$ cat config.mk
export PLATFORM = sky130hd
export DESIGN_NAME = key_filter
export DESIGN_NICKNAME = d
export VERILOG_FILES = /design/src/rtl/key_filter_pkg.sv /design/src/rtl/key_filter_sync_2ff.sv /design/src/rtl/key_filter.sv
export SDC_FILE = /design/constraint.sdc
export NUM_CORES = 1
export LEC_CHECK = 0
export BUFFER_PORTS_ARGS = -buffer_cell sky130_fd_sc_hd__buf_2
export CAP_MARGIN = 15
export CORE_UTILIZATION = 45
export CTS_CLUSTER_SIZE = 14
export DETAILED_ROUTE_END_ITERATION = 7
export PLACE_DENSITY = 0.6
export SKIP_CTS_REPAIR_TIMING = 1
export SLEW_MARGIN = 20
export SYNTH_ARGS = -nofsm -noshare
export SYNTH_HDL_FRONTEND = slang
export SYNTH_SLANG_ARGS = --single-unit
export TNS_END_PERCENT = 100
$ cat constraint.sdc
create_clock -name clk -period 2 [get_ports clk]
set_input_delay 0.4 -clock clk [delete_from_list [all_inputs] [get_ports clk]]
set_output_delay 0.4 -clock clk [all_outputs]
set_load 0.01 [all_outputs]
$ cat src/rtl/key_filter_pkg.sv
// -----------------------------------------------------------------------------
// key_filter_pkg
// Shared definitions for the key-handling blocks: debounce FSM state encoding,
// default board timing constants (50 MHz clock) and a counter-width helper.
// No ports; imported with "import key_filter_pkg::*".
// -----------------------------------------------------------------------------
package key_filter_pkg;

    // Debounce FSM state encoding, shared with other key consumers.
    typedef enum logic [1:0] {
        ST_IDLE     = 2'd0,
        ST_PRESS_DB = 2'd1,
        ST_DOWN     = 2'd2,
        ST_REL_DB   = 2'd3
    } key_state_e;

    // Default timing at 50 MHz: 20 ms debounce, 1 s long press, 200 ms repeat.
    localparam int KEY_DEBOUNCE_DEFAULT = 32'd1_000_000;
    localparam int KEY_LONG_DEFAULT     = 32'd50_000_000;
    localparam int KEY_REPEAT_DEFAULT   = 32'd10_000_000;

    // Bits needed for a counter that runs 0 .. n-1 (at least one bit).
    function automatic int key_cnt_width(input int n);
        return (n < 32'sd2) ? 32'sd1 : $clog2(n);
    endfunction

endpackage : key_filter_pkg

$ cat src/rtl/key_filter_sync_2ff.sv
// -----------------------------------------------------------------------------
// key_filter_sync_2ff
// Generic 1-bit two-flop synchronizer for asynchronous board inputs.
// Both flops reset to RST_VAL so the synchronized value starts at a known,
// inactive level.
// Ports:
//   clk  - destination clock
//   rst  - asynchronous, active-high reset
//   i_d  - asynchronous input
//   o_q  - synchronized output (two clocks of latency)
// -----------------------------------------------------------------------------
module key_filter_sync_2ff #(
    parameter logic RST_VAL = 1'b0
) (
    input  logic clk,
    input  logic rst,
    input  logic i_d,
    output logic o_q
);

    logic r_meta;
    logic r_sync;

    // Two-stage capture of the asynchronous input.
    always_ff @(posedge clk or posedge rst) begin
        if (rst) begin
            r_meta <= RST_VAL;
            r_sync <= RST_VAL;
        end else begin
            r_meta <= i_d;
            r_sync <= r_meta;
        end
    end

    assign o_q = r_sync;

endmodule : key_filter_sync_2ff

$ cat src/rtl/key_filter.sv
// -----------------------------------------------------------------------------
// key_filter
// Debounces one raw mechanical key. Produces a debounced level plus one-clock
// press and release strobes (the press strobe feeds counters/enables).
// Optional feature macro: KEY_FILTER_AUTO_REPEAT_EN -- when defined, a held
// key re-issues press_pulse after LONG_CYCLES and then every REPEAT_CYCLES
// (REPEAT_CYCLES must not exceed LONG_CYCLES).
// Ports:
//   clk           - system clock
//   rst           - asynchronous, active-high reset
//   key_in        - raw key pin, asynchronous to clk
//   key_level     - debounced level, 1 = pressed
//   press_pulse   - one-clock strobe on accepted press (and repeats)
//   release_pulse - one-clock strobe on accepted release
// -----------------------------------------------------------------------------
module key_filter
    import key_filter_pkg::*;
#(
    parameter int DEBOUNCE_CYCLES = KEY_DEBOUNCE_DEFAULT,
    parameter int ACTIVE_LOW      = 32'sd1,
    parameter int LONG_CYCLES     = KEY_LONG_DEFAULT,
    parameter int REPEAT_CYCLES   = KEY_REPEAT_DEFAULT
) (
    input  logic clk,
    input  logic rst,
    input  logic key_in,
    output logic key_level,
    output logic press_pulse,
    output logic release_pulse
);

    localparam int CW = key_cnt_width(DEBOUNCE_CYCLES);
    // The cycle in which the stable FSM state (IDLE/DOWN) first sees the new
    // level is the first of the DEBOUNCE_CYCLES stable samples, so the
    // debounce state only has to count the remaining DEBOUNCE_CYCLES-1.
    // That keeps edge-to-pulse latency at exactly 2+DEBOUNCE_CYCLES clocks.
    localparam logic [CW-1:0] DB_TERM      = CW'(DEBOUNCE_CYCLES - 32'sd2);
    localparam logic          RAW_RELEASED = (ACTIVE_LOW != 32'sd0) ? 1'b1 : 1'b0;

    logic            w_key_sync;
    logic            w_pressed;
    key_state_e      r_state;
    key_state_e      w_state_nxt;
    logic [CW-1:0]   r_cnt;
    logic [CW-1:0]   w_cnt_nxt;
    logic            w_press_nxt;
    logic            w_release_nxt;
    logic            w_level_nxt;
    logic            w_repeat_hit;
    logic            r_press;
    logic            r_release;
    logic            r_level;

    key_filter_sync_2ff #(
        .RST_VAL (RAW_RELEASED)
    ) u_sync (
        .clk (clk),
        .rst (rst),
        .i_d (key_in),
        .o_q (w_key_sync)
    );

    assign w_pressed = (ACTIVE_LOW != 32'sd0) ? ~w_key_sync : w_key_sync;

    // FSM state and debounce counter registers.
    always_ff @(posedge clk or posedge rst) begin
        if (rst) begin
            r_state <= ST_IDLE;
            r_cnt   <= '0;
        end else begin
            r_state <= w_state_nxt;
            r_cnt   <= w_cnt_nxt;
        end
    end

    // Next-state and debounce counter logic; counter never passes DB_TERM.
    always_comb begin
        w_state_nxt = r_state;
        w_cnt_nxt   = '0;
        case (r_state)
            ST_IDLE: begin
                if (w_pressed) begin
                    w_state_nxt = ST_PRESS_DB;
                end else begin
                    w_state_nxt = ST_IDLE;
                end
            end
            ST_PRESS_DB: begin
                if (!w_pressed) begin
                    w_state_nxt = ST_IDLE;
                end else if (r_cnt == DB_TERM) begin
                    w_state_nxt = ST_DOWN;
                end else begin
                    w_cnt_nxt = r_cnt + CW'(1);
                end
            end
            ST_DOWN: begin
                if (!w_pressed) begin
                    w_state_nxt = ST_REL_DB;
                end else begin
                    w_state_nxt = ST_DOWN;
                end
            end
            ST_REL_DB: begin
                if (w_pressed) begin
                    w_state_nxt = ST_DOWN;
                end else if (r_cnt == DB_TERM) begin
                    w_state_nxt = ST_IDLE;
                end else begin
                    w_cnt_nxt = r_cnt + CW'(1);
                end
            end
            default: begin
                w_state_nxt = ST_IDLE;
            end
        endcase
    end

`ifdef KEY_FILTER_AUTO_REPEAT_EN
    localparam int HW = key_cnt_width(LONG_CYCLES);
    localparam logic [HW-1:0] HOLD_TERM   = HW'(LONG_CYCLES - 32'sd1);
    // Reloading to LONG-REPEAT makes the next hit exactly REPEAT clocks later.
    localparam logic [HW-1:0] HOLD_RELOAD = HW'(LONG_CYCLES - REPEAT_CYCLES);

    logic [HW-1:0] r_hold;
    logic [HW-1:0] w_hold_nxt;

    // Hold counter register for auto-repeat.
    always_ff @(posedge clk or posedge rst) begin
        if (rst) begin
            r_hold <= '0;
        end else begin
            r_hold <= w_hold_nxt;
        end
    end

    // Hold counter runs only while the key stays DOWN; any exit clears it.
    always_comb begin
        w_repeat_hit = 1'b0;
        w_hold_nxt   = '0;
        if ((r_state == ST_DOWN) && (w_state_nxt == ST_DOWN)) begin
            if (r_hold == HOLD_TERM) begin
                w_repeat_hit = 1'b1;
                w_hold_nxt   = HOLD_RELOAD;
            end else begin
                w_hold_nxt   = r_hold + HW'(1);
            end
        end else begin
            w_hold_nxt   = '0;
        end
    end
`else
    logic w_unused_cfg;
    assign w_unused_cfg = ^{32'(LONG_CYCLES), 32'(REPEAT_CYCLES)};
    assign w_repeat_hit = 1'b0;
`endif

    // Output decode from the transition being taken this cycle.
    always_comb begin
        w_press_nxt   = 1'b0;
        w_release_nxt = 1'b0;
        w_level_nxt   = 1'b0;
        if ((r_state == ST_PRESS_DB) && (w_state_nxt == ST_DOWN)) begin
            w_press_nxt = 1'b1;
        end else begin
            w_press_nxt = w_repeat_hit;
        end
        if ((r_state == ST_REL_DB) && (w_state_nxt == ST_IDLE)) begin
            w_release_nxt = 1'b1;
        end else begin
            w_release_nxt = 1'b0;
        end
        if ((w_state_nxt == ST_DOWN) || (w_state_nxt == ST_REL_DB)) begin
            w_level_nxt = 1'b1;
        end else begin
            w_level_nxt = 1'b0;
        end
    end

    // Registered outputs, so level and strobes change on the same edge.
    always_ff @(posedge clk or posedge rst) begin
        if (rst) begin
            r_press   <= 1'b0;
            r_release <= 1'b0;
            r_level   <= 1'b0;
        end else begin
            r_press   <= w_press_nxt;
            r_release <= w_release_nxt;
            r_level   <= w_level_nxt;
        end
    end

    assign press_pulse   = r_press;
    assign release_pulse = r_release;
    assign key_level     = r_level;

endmodule : key_filter
==> impl_metrics.tcl <==
set metrics [dict create \
    outcome "finished clean" \
    synth_cells 120 \
    area_delta_synth_final_pct 7.69 \
    nets 135 \
    std_cell_rows 18 \
    ioPinCount 6 \
    report.final.slew_viol_count 0 \
    fmaxAchievable_ghz 0.553 \
    max_stage_delay_ns 0.47 \
    p_leak_nw 0.559 \
    worstPathCellList "ha_1, and3_1, nand4_1, or3_1, a21oi_1" \
    setup_slack_ns 0.193 \
    cts_tree "yes" \
    die_w_um 54.8 \
    fin_crit_ns 1.81 \
    overflow 0 \
    viasPerCell 5.67 \
    synth.distinct_cells 27 \
    cp_max_fo 7 \
    cp-start-kind "register" \
    grt_pass1_wl_um 3770 \
    antenna_found_initial 0 \
    cp_slowest_cell "dfrtp_1" \
    grt.total_usage_pct 17.8 \
    final_common_cell "dfrtp_1" \
    drt_iter0_drc 24 \
    hpwl_um 1550 \
    worst_pin_slew_ns 0.356 \
    rsz0062_at_grt "no" \
    synth_seq_cells 27 \
    power_density_nw_per_um2 606 \
    drv_cap 0 \
    die_area_um2 3000 \
    ctsRootBufferMaster "clkbuf_4" \
    peakVddDrop_mv 0.643 \
    crit_buf_inv 0 \
    drive_gt1_share_pct 13.2 \
    route.layer.met1.wl_um 1110 \
    synth_ff_type "dfrtp_1" \
    clk_latency_ns 0.32 \
    port_buffers 5 \
    cts_sinks 27 \
    netlist_area_um2 1250 \
    tns_ns 0 \
    syn-num-nets 125 \
    clkTransAtPathRegs_ns 0.14 \
    grt_pass1_vias 834 \
    worstSetupPathType "register to register" \
    fp.coreArea_um2 2540 \
    async_flop_share_pct 100 \
    die_h_um 54.8 \
    min-delay-path-class "primary input to asynchronous set/reset pin" \
    top_layer_used "met4" \
    n_antenna_cell 0 \
    setup_viol 0 \
    wl_met2_um 995 \
    drc 0 \
    drt_wl_total_um 2200 \
    final_cell_mix "dfrtp_1 (25), nor2_1 (15), nand4_1 (9), xor2_1 (9), nand3_1 (7)" \
    synth.yosys.seq_area_share_pct 54.1 \
    finalHoldViolCount 0 \
    gp_congestion 0.779 \
    vias 902 \
    crit_path_end_kind "register" \
    synth-edff-count 0 \
    avgSynthCellArea_um2 10.4 \
    ant_nets 0 \
    arrival_ns 2.07 \
    grt_max_degree 28 \
    finalCritPeriodShare_pct 90.4 \
    clock_skew_ns 0.00865 \
    critPathRequiredTime_ns 2.26 \
    wl_met3_um 75 \
    clk_path_buf_depth 2 \
    relSlewSlack_pct 75.9 \
    pre_cts_ws_ns 0.222 \
    path_delay_family "simple AND/OR/NAND/NOR gates" \
    start_util_pct 49.2 \
    htreeDepth 1 \
    avgRoutedWirePerCell_um 13.8 \
    first_pass_iters 4 \
    yosys_warnings 0 \
    cts_buffers 3 \
]
layout make-up:
cell class / instances / area, µm²
flip-flops and latches: 27 / 678
clock buffers: 4 / 26.3
repair buffers: 7 / 40.0
well taps: 30 / 37.5
fillers: 225 / 1200
inverters: 3 / 11.3
multi-input cells: 88 / 556
cells by family (layout without fill, tap and decap cells):
logic type / Yosys count / in the layout / synth area share, %
AOI/OAI and AO/OA: 13 / 13 / 5.40
adders and majority gates: 2 / 2 / 2.00
DFF: 27 / 27 / 54.1
buffers and inverters: 5 / 14 / 1.50
and+or+nand+nor: 58 / 58 / 26.3
muxes: 2 / 2 / 1.60
xor gates and xnor gates: 13 / 13 / 9.09
path summary, 6_finish.rpt:
check | start | endpoint | slack [ns] | cells past startpoint
worst max register to register | r_cnt[0] | r_cnt[16] | 0.19 | 5
worst max-delay path | r_cnt[0] | r_cnt[16] | 0.19 | 5
worst min-delay path | rst | key_level | 0.10 | 3
worst min register to register | u_sync.r_meta | u_sync.o_q | 0.37 | 0
max in group asynchronous | rst | u_sync.r_meta | 1.59 | 3
min in group clk | key_in | u_sync.r_meta | 0.16 | 1
stage by stage:
stage	cells	utilization (%)	hold WS, ns	instance area (µm²)	power [mW]
after floorplan	120	-	0.345	1250	0.585
final	159	53.0	0.105	1350	0.818
after detailed placement	155	52.0	0.352	1320	0.596
after CTS	159	53.0	0.111	1350	0.825
after global placement	155	52.0	0.346	1320	0.595
after global routing	159	53.0	0.109	1350	0.852
power breakdown:
group	internal (mW)	switching, mW	leakage, nW	total (mW)
clock network	0.0780	0.155	0.0150	0.233
logic	0.00750	0.0195	0.177	0.0270
registers	0.553	0.00546	0.367	0.558
total	0.638	0.180	0.559	0.818
routing by layer:
layer | global-route usage, % | vias to the layer above
li1 | - | 447
met1 | 23.7 | 435
met2 | 28.9 | 18
met3 | 5.00 | 2
met4 | 2.99 | 0
met5 | 0 | -
state kept, by name, indices dropped and copies added, names as in the netlist:
signal and count:
r_state 2, release_pulse 1, u_sync.r_meta 1, key_level 1, u_sync.o_q 1, press_pulse 1, r_cnt 20
cell usage after synthesis, types with 3 or more instances:
master	count	area, µm²
xnor2_1	4	35.0
nand3_1	7	35.0
a21oi_1	6	30.0
nor2_1	15	56.3
dfrtp_1	25	626
nand4_1	9	56.3
and3_1	4	25.0
xor2_1	9	78.8
o21ai_0	6	30.0
nand2_1	5	18.8
inv_1	3	11.3
or3_1	6	37.5
worst register-to-register path, cell delays in order, from the launching register on:
cell and delay, ns:
dfrtp_1 0.47, ha_1 0.26, and3_1 0.23, nand4_1 0.24, or3_1 0.42, a21oi_1 0.14
Note: power is estimated with default switching activity, not from simulation.
